--- src/rtl/resample18v_engine_pkg.sv ---
// Shared constants, state encoding and helper functions for the resample18v
// polyphase resampler.
//   TAPS/PHASES : fixed by the 1024 x 18 coefficient ROM (64 taps x 16 phases)
//   ACCW        : accumulator width (36-bit product + 6 growth bits)
//   SHIFT_DEF   : default number of accumulator LSBs dropped before rounding
package resample18v_pkg;
  localparam int TAPS      = 64;
  localparam int PHASES    = 16;
  localparam int ACCW      = 42;
  localparam int SHIFT_DEF = 17;
  localparam int DW        = 18;            // sample / coefficient width
  localparam int AW        = 10;            // ROM address width
  localparam int SW        = 20;            // step width
  localparam int HALF      = TAPS / 2;      // taps per ROM port per output
  localparam int KW        = 5;             // tap-pair counter width
  localparam int PW        = 4;             // phase index width
  localparam int HW        = 6;             // history address width

  typedef enum logic [1:0] {
    ST_WAIT  = 2'd0,
    ST_CALC  = 2'd1,
    ST_DRAIN = 2'd2,
    ST_OUT   = 2'd3
  } state_e;

  localparam logic signed [ACCW:0] SAT_HI = {{(ACCW+1-DW){1'b0}}, 18'h1FFFF};
  localparam logic signed [ACCW:0] SAT_LO = {{(ACCW+1-DW){1'b1}}, 18'h20000};

  // ROM layout: top bit selects the tap half (port A = taps 0..31,
  // port B = taps 32..63), then the tap-pair index, then the phase.
  function automatic logic [AW-1:0] rom_addr(input logic half,
                                              input logic [KW-1:0] k,
                                              input logic [PW-1:0] ph);
    return {half, k, ph};
  endfunction

  // Round half up after dropping sh LSBs, then clip to signed 18 bits.
  function automatic logic [DW-1:0] sat_round(input logic signed [ACCW-1:0] acc,
                                              input int sh);
    logic signed [ACCW:0] ext, bias, r;
    ext  = {acc[ACCW-1], acc};
    bias = (ACCW+1)'(1) << (sh - 1);
    r    = (ext + bias) >>> sh;
    if (r > SAT_HI)      return 18'h1FFFF;
    else if (r < SAT_LO) return 18'h20000;
    else                 return r[DW-1:0];
  endfunction
endpackage

--- src/rtl/resample18v_engine_if.sv ---
// Bundle of the engine's streaming and ROM signals.
//   slave  : engine side (consumes din/step/ROM data, produces dout/ROM addresses)
//   master : environment side (source, sink and ROM)
interface resample18v_if;
  import resample18v_pkg::*;
  logic          ce;
  logic [SW-1:0] step;
  logic [DW-1:0] din;
  logic          din_vld;
  logic          din_rdy;
  logic [DW-1:0] dout;
  logic          dout_vld;
  logic          dout_rdy;
  logic [AW-1:0] rom_aa;
  logic [AW-1:0] rom_ab;
  logic [DW-1:0] rom_da;
  logic [DW-1:0] rom_db;
  logic          rom_ce;

  modport slave (
    input  ce, step, din, din_vld, dout_rdy, rom_da, rom_db,
    output din_rdy, dout, dout_vld, rom_aa, rom_ab, rom_ce
  );
  modport master (
    output ce, step, din, din_vld, dout_rdy, rom_da, rom_db,
    input  din_rdy, dout, dout_vld, rom_aa, rom_ab, rom_ce
  );
endinterface

--- src/rtl/resample18v_engine_hist.sv ---
// 64 x 18 sample history: one synchronous write port, two asynchronous read
// lanes (one per ROM port). Contents are deliberately not reset.
//   we_i/wa_i/wd_i : write enable, address, data
//   ra_i[l]/rd_o[l]: read address / data for lane l
module resample18v_hist
  import resample18v_pkg::*;
(
  input  logic               clk,
  input  logic               we_i,
  input  logic [HW-1:0]      wa_i,
  input  logic [DW-1:0]      wd_i,
  input  logic [1:0][HW-1:0] ra_i,
  output logic [1:0][DW-1:0] rd_o
);
  logic [DW-1:0] mem_q [TAPS];

  always_ff @(posedge clk) begin
    if (we_i) mem_q[wa_i] <= wd_i;
  end

  for (genvar g = 0; g < 2; g++) begin : g_rd
    assign rd_o[g] = mem_q[ra_i[g]];
  end
endmodule

--- src/rtl/resample18v_engine.sv ---
// Polyphase fractional resampler. Collects input samples into a 64-deep
// history, then for each output walks the 64 taps of phase mu[15:12], two
// per cycle through the dual-port coefficient ROM, and emits one rounded,
// saturated sample.
//   clk, rst : clock, asynchronous active-low reset
//   bus      : streaming in/out handshakes, step, clock enable, ROM port
module resample18v_engine
  import resample18v_pkg::*;
#(
  parameter int SHIFT = SHIFT_DEF
) (
  input  logic         clk,
  input  logic         rst,
  resample18v_if.slave bus
);
  state_e                   state_q, state_d;
  logic [KW-1:0]            k_q;
  logic [1:0]               drn_q;
  logic [15:0]              mu_q;
  logic [6:0]               need_q;
  logic [HW-1:0]            wp_q;
  // [0]: ROM data valid, [1]: products valid
  logic [1:0]               vld_pipe_q, fst_pipe_q;
  logic [1:0][HW-1:0]       hra;
  logic [1:0][DW-1:0]       hrd;
  logic signed [DW-1:0]     ha_q, hb_q;
  logic signed [2*DW-1:0]   pa_q, pb_q;
  logic signed [ACCW-1:0]   acc_q, acc_base;
  logic [DW-1:0]            dout_q;
  logic                     dout_vld_q;
  logic                     issue, din_acc, out_load, out_hs;
  logic [20:0]              sum;

  assign sum      = {5'd0, mu_q} + {1'b0, bus.step};
  assign issue    = (state_q == ST_CALC);
  assign din_acc  = (state_q == ST_WAIT) && (need_q != '0) && bus.din_vld;
  assign out_load = (state_q == ST_OUT) && !dout_vld_q;
  assign out_hs   = (state_q == ST_OUT) && dout_vld_q && bus.dout_rdy;
  assign acc_base = fst_pipe_q[1] ? '0 : acc_q;

  // Port A pairs with the newest 32 samples, port B with the older 32.
  assign hra[0] = wp_q - HW'(1)  - HW'(k_q);
  assign hra[1] = wp_q - HW'(33) - HW'(k_q);

  resample18v_hist u_hist (
    .clk  (clk),
    .we_i (bus.ce && din_acc),
    .wa_i (wp_q),
    .wd_i (bus.din),
    .ra_i (hra),
    .rd_o (hrd)
  );

  // FSM: state register
  always_ff @(posedge clk or negedge rst) begin
    if (!rst)        state_q <= ST_WAIT;
    else if (bus.ce) state_q <= state_d;
  end

  // FSM: next state
  always_comb begin
    state_d = state_q;
    unique case (state_q)
      ST_WAIT:  if (need_q == '0) state_d = ST_CALC;
      ST_CALC:  if (k_q == KW'(HALF - 1)) state_d = ST_DRAIN;
      ST_DRAIN: if (drn_q == 2'd2) state_d = ST_OUT;
      ST_OUT:   if (out_hs) state_d = (sum[20:16] != '0) ? ST_WAIT : ST_CALC;
      default:  state_d = ST_WAIT;
    endcase
  end

  // FSM: outputs
  always_comb begin
    bus.din_rdy  = (state_q == ST_WAIT) && (need_q != '0);
    bus.rom_aa   = rom_addr(1'b0, k_q, mu_q[15:12]);
    bus.rom_ab   = rom_addr(1'b1, k_q, mu_q[15:12]);
    bus.rom_ce   = bus.ce;
    bus.dout     = dout_q;
    bus.dout_vld = dout_vld_q;
  end

  // Counters and phase/rate bookkeeping
  always_ff @(posedge clk or negedge rst) begin
    if (!rst) begin
      k_q    <= '0;
      drn_q  <= '0;
      mu_q   <= '0;
      need_q <= 7'd64;
      wp_q   <= '0;
    end else if (bus.ce) begin
      k_q   <= issue ? k_q + 1'b1 : '0;
      drn_q <= (state_q == ST_DRAIN) ? drn_q + 1'b1 : '0;
      if (din_acc) begin
        wp_q   <= wp_q + 1'b1;
        need_q <= need_q - 1'b1;
      end else if (out_hs) begin
        // step is only looked at here, so it may change freely otherwise
        mu_q   <= sum[15:0];
        need_q <= {2'b00, sum[20:16]};
      end
    end
  end

  // MAC pipeline: issue -> ROM/history regs -> products -> accumulate
  always_ff @(posedge clk or negedge rst) begin
    if (!rst) begin
      vld_pipe_q <= '0;
      fst_pipe_q <= '0;
      ha_q       <= '0;
      hb_q       <= '0;
      pa_q       <= '0;
      pb_q       <= '0;
      acc_q      <= '0;
      dout_q     <= '0;
      dout_vld_q <= 1'b0;
    end else if (bus.ce) begin
      vld_pipe_q <= {vld_pipe_q[0], issue};
      fst_pipe_q <= {fst_pipe_q[0], issue && (k_q == '0)};
      // history is registered alongside the ROM so both reach the multiplier together
      ha_q <= hrd[0];
      hb_q <= hrd[1];
      if (vld_pipe_q[0]) begin
        pa_q <= ha_q * $signed(bus.rom_da);
        pb_q <= hb_q * $signed(bus.rom_db);
      end
      if (vld_pipe_q[1]) acc_q <= acc_base + ACCW'(pa_q) + ACCW'(pb_q);
      if (out_load) begin
        dout_q     <= sat_round(acc_q, SHIFT);
        dout_vld_q <= 1'b1;
      end else if (out_hs) begin
        dout_vld_q <= 1'b0;
      end
    end
  end
endmodule

--- src/flat_wrapper.sv ---
// flat-port wrapper written by rule: the top's interface ports become plain ports
module resample18v_engine_flat import resample18v_pkg::*;
#(
  parameter int SHIFT = SHIFT_DEF
)
  (clk, rst, bus_ce, bus_step, bus_din, bus_din_vld, bus_dout_rdy, bus_rom_da, bus_rom_db, bus_din_rdy, bus_dout, bus_dout_vld, bus_rom_aa, bus_rom_ab, bus_rom_ce);
  resample18v_if bus_i ();
  input  logic clk;
  input  logic rst;
  input wire logic [$bits(bus_i.ce)-1:0] bus_ce;
  input wire logic [$bits(bus_i.step)-1:0] bus_step;
  input wire logic [$bits(bus_i.din)-1:0] bus_din;
  input wire logic [$bits(bus_i.din_vld)-1:0] bus_din_vld;
  input wire logic [$bits(bus_i.dout_rdy)-1:0] bus_dout_rdy;
  input wire logic [$bits(bus_i.rom_da)-1:0] bus_rom_da;
  input wire logic [$bits(bus_i.rom_db)-1:0] bus_rom_db;
  output wire logic [$bits(bus_i.din_rdy)-1:0] bus_din_rdy;
  output wire logic [$bits(bus_i.dout)-1:0] bus_dout;
  output wire logic [$bits(bus_i.dout_vld)-1:0] bus_dout_vld;
  output wire logic [$bits(bus_i.rom_aa)-1:0] bus_rom_aa;
  output wire logic [$bits(bus_i.rom_ab)-1:0] bus_rom_ab;
  output wire logic [$bits(bus_i.rom_ce)-1:0] bus_rom_ce;
  assign bus_i.ce = bus_ce;
  assign bus_i.step = bus_step;
  assign bus_i.din = bus_din;
  assign bus_i.din_vld = bus_din_vld;
  assign bus_i.dout_rdy = bus_dout_rdy;
  assign bus_i.rom_da = bus_rom_da;
  assign bus_i.rom_db = bus_rom_db;
  assign bus_din_rdy = bus_i.din_rdy;
  assign bus_dout = bus_i.dout;
  assign bus_dout_vld = bus_i.dout_vld;
  assign bus_rom_aa = bus_i.rom_aa;
  assign bus_rom_ab = bus_i.rom_ab;
  assign bus_rom_ce = bus_i.rom_ce;
  resample18v_engine #(.SHIFT(SHIFT)) u_core (.clk(clk), .rst(rst), .bus(bus_i));
endmodule
--- config.mk ---
export PLATFORM = sky130hd
export DESIGN_NAME = resample18v_engine_flat
export DESIGN_NICKNAME = d
export VERILOG_FILES = /design/src/rtl/resample18v_engine_pkg.sv /design/src/rtl/resample18v_engine_if.sv /design/src/rtl/resample18v_engine_hist.sv /design/src/rtl/resample18v_engine.sv /design/src/flat_wrapper.sv
export SDC_FILE = /design/constraint.sdc
export NUM_CORES = 2
export LEC_CHECK = 0
export BUFFER_PORTS_ARGS = -buffer_cell sky130_fd_sc_hd__buf_4
export CORE_AREA = 5 5 392 394
export DETAILED_ROUTE_END_ITERATION = 12
export DIE_AREA = 0 0 397 399
export GPL_ROUTABILITY_DRIVEN = 0
export PLACE_DENSITY = 0.72
export SLEW_MARGIN = 10
export SYNTH_ARGS = -nofsm -noshare
export SYNTH_HDL_FRONTEND = slang
export SYNTH_SLANG_ARGS = --single-unit
--- constraint.sdc ---
create_clock -name clk -period 7.8 [get_ports clk]
set_input_delay 0.39 -clock clk [delete_from_list [all_inputs] [get_ports clk]]
set_output_delay 0.39 -clock clk [all_outputs]
set_load 0.005 [all_outputs]
==> key figures <==
Status
  • Status: finished, final reports clean

Worst setup path
  • Crit path kind: reg2reg
  • CP dominant cell by count: fa_1
  • CP startpoint: u_core.ha_q[9]
  • Reg2reg end: u_core.pa_q[33]
  • CP startpoint kind: flip-flop
  • Cell chain of the critical path: nand2_1, fa_1, inv_1, fa_1, fa_1, fa_1, fa_1, inv_1, fa_1, inv_1, ha_1, a21o_1, a21o_1, a21oi_1, nand2_1, and3_1, a211oi_1, o21ai_0, o22ai_1, xor2_1, o21ai_1
  • R2r worst-path depth: 21
  • Reg-to-reg slack, setup: 0.62 ns
  • Worst Path Required: 8.39 ns
  • Critical Path AT: 7.76 ns
  • Reg-to-Reg Start: u_core.ha_q[9]
  • Worst path max stage delay: 0.81 ns
  • Crit. End Element: flip-flop
  • Crit path max fanout: 19
  • Critical path's slowest cell: dfrtp_1
  • Critical Path Sink: u_core.pa_q[33]

Place
  • Post-DP HPWL: 136600 um
  • Cells after DPL: 7750
  • Port Buf Inserts: 117

Cells and area
  • Layout cells sized above 1: 0.1701
  • Syn-to-layout area delta: 9.534%
  • Commonest non-fill, non-tap cell in the layout: edfxtp_1
  • Most frequent cells in the layout: 1152 x edfxtp_1, 776 x inv_1, 704 x fa_1
  • Final Non-Filler Cells: 8018
  • # nets final: 6930

Timing
  • Tmin final: 7.177 ns
  • Period utilization: 0.9201
  • Slew HR: 0.1831
  • Max Fclk: 0.1393 GHz
  • Clk_skew: 0.07107 ns
  • Pins Over Slew Limit: 0
  • RSZ-0062 raised after global routing: no
  • Final hold violations: 0
  • Worst Tran Pin Value: 1.224 ns
  • Post-route setup TNS: 0 ns
  • Final setup fails: 0

Clock network
  • TritonCTS clock tree: built
  • Clk_lat worst skew: 0.79 ns
  • Resized cells post-CTS: 0
  • CTS Buf Count: 144
  • Worst-path clk slew: 0.06 ns
  • Post-CTS setup buffer count: 0
  • Root Driver: clkbuf_16
  • Clock H-tree levels: 4
  • Sink Count: 1363
  • Longest Clk Path Bufs: 3

Global routing
  • Total congestion overflow: 0
  • Largest net degree at the start of global routing: 121
  • Initial antenna violation count: 15
  • Vias in the first global route: 50660
  • Total GRT Usage: 0.2636
  • First-pass GRT wire length: 312200 um

Synth
  • Yosys top cell by area: edfxtp_1
  • Synth cell types: 84
  • Syn_nets: 6867
  • YS warnings: 0
  • Post-synth ARST share: 0.1548
  • Top cells by area, synth: edfxtp_1 42%, fa_1 17%, mux4_2 12%
  • Synth Flop Type: edfxtp_1
  • Syn_area_per_cell: 14.28 um2
  • EDFF count, synth: 1152
  • #FFs+latches synth: 1363
  • Cells after synthesis: 5819
  • Top cell type's share of synthesized area: 0.4163
  • Post-synthesis sequential area ratio: 0.4799
  • Post-Syn Area: 83090 um2

Drt
  • Vias: 48120
  • Drt pass-1 iters: 5
  • Initial drt markers: 4711
  • DRC Markers: 0
  • WL/cell: 25.35 um
  • Vias per Instance: 6.001
  • Post-route antenna net violation count: 0
  • Final WL: 203200 um

Floorplanning
  • I/O pins: 120
  • CORE AREA: 149400 um2
  • Initial Util: 0.5561
  • Rows: 142
  • Die area: 158400 um2
  • Chip Width: 397 um
  • Die height: 399 um

Worst hold path
  • Hold Crit Class: in2reg

Job
  • Max Cap Viol: 0
synth_stat cells (all sizes together) (4+ instances only):
cell / count
buf: 75
clkbuf: 212
inv: 776
edfxtp: 1152
nand3: 40
nor3: 22
nand4: 19
ha: 263
xnor2: 90
and2: 317
a211o: 6
mux4: 450
fa: 706
dfrtp: 210
nor2: 164
o211ai: 26
xor2: 69
nand2b: 27
a211oi: 15
mux2i: 20
o21bai: 15
a21o: 57
o22ai: 4
o21a: 16
mux2: 74
a21boi: 4
nor2b: 53
or2: 10
a41oi: 4
o31ai: 13
and4: 4
or3: 7
a31oi: 24
nand2: 521
o21ai: 202
and3: 17
a21oi: 83
final cells by class:
| class | instances | area (um2) |
|---|---|---|
| Multi-Input combinational cell | 3393 | 39360 |
| Antenna cell | 7 | 17.52 |
| Timing Repair Buffer | 204 | 1644 |
| Clock buffer | 185 | 3839 |
| Fill cell | 11100 | 58400 |
| Sequential cell | 1363 | 39870 |
| Tap cell | 2016 | 2522 |
| Inverter | 776 | 2913 |
| Clock inverter | 74 | 849.6 |
worst max-delay path, delay by kind of cell, from the launching register on:
family          cells  cell delay [ns]
compound gates      7             1.99
flops               1             0.81
fa+ha+maj           7             3.40
simple gates        3             0.48
xor+xnor            1             0.17
buf+inv             3             0.14
stage by stage:
step,cell area [um2],util,hold slack [ns],setup slack [ns]
2_1_floorplan,83090,-,0.09441,1.451
3_3_place_gp,86290,0.5775,0.4528,0.9024
3_5_place_dp,86290,0.5775,0.4627,0.8622
4_1_cts,91000,0.6090,0.007922,0.7252
5_1_grt,91000,0.6090,0.04696,0.2972
6_report,91020,0.6091,0.04300,0.6230
per-layer routing:
metal	global-route usage	vias to the layer above	part of all wire
li1	-	20420	-
met1	0.3450	25130	0.37
met2	0.4460	2143	0.50
met3	0.04359	411	0.081
met4	0.1049	8	0.045
met5	0	-	0.00025
state kept, by name (all words and copies together), names as in the netlist:
signal,cells
u_core.pa_q,36
u_core.fst_pipe_q,2
u_core.acc_q,42
u_core.hb_q,18
u_core.state_q,2
u_core.need_q,7
u_core.ha_q,18
u_core.pb_q,36
u_core.mu_q,16
u_core.vld_pipe_q,2
u_core.wp_q,6
u_core.bus.dout_vld,1
u_core.bus.dout,18
u_core.k_q,5
u_core.u_hist.mem_q,1152
u_core.drn_q,2
logic make-up (layout without fill, tap and decap cells):
group	count (synthesis)	in the layout	share of synthesized area
compound gates	506	506	0.03885
xor+xnor	159	159	0.01685
fa+ha+maj	969	969	0.2097
buf+inv	1063	1239	0.04989
flops	1363	1363	0.4799
mux	544	544	0.1344
other cells	2	9	0.00009038
simple gates	1213	1213	0.07036
worst min-delay path by stage:
| stage | start | end | slack [ns] | cells past startpoint |
|---|---|---|---|---|
| 5_1_grt | bus_dout_rdy | u_core.bus.dout_vld | 0.05 | 3 |
| 3_3_place_gp | u_core.acc_q[6] | u_core.acc_q[6] | 0.45 | 2 |
| 6_report | bus_rom_da[0] | u_core.pa_q[0] | 0.04 | 3 |
| 2_1_floorplan | rst | u_core.acc_q[0] | 0.09 | 0 |
| 4_1_cts | bus_rom_da[0] | u_core.pa_q[0] | 0.008 | 3 |
| 3_5_place_dp | u_core.acc_q[9] | u_core.acc_q[9] | 0.46 | 2 |
timing repair:
action / in CTS / in global routing
setup endpoints to repair: 0 / 0
hold buffers: 2 / 0
endpoints found under the hold margin: 92 / 0
Power is not shown: default switching activity piles up to over one toggle a cycle in this logic, so the estimate is an artifact.
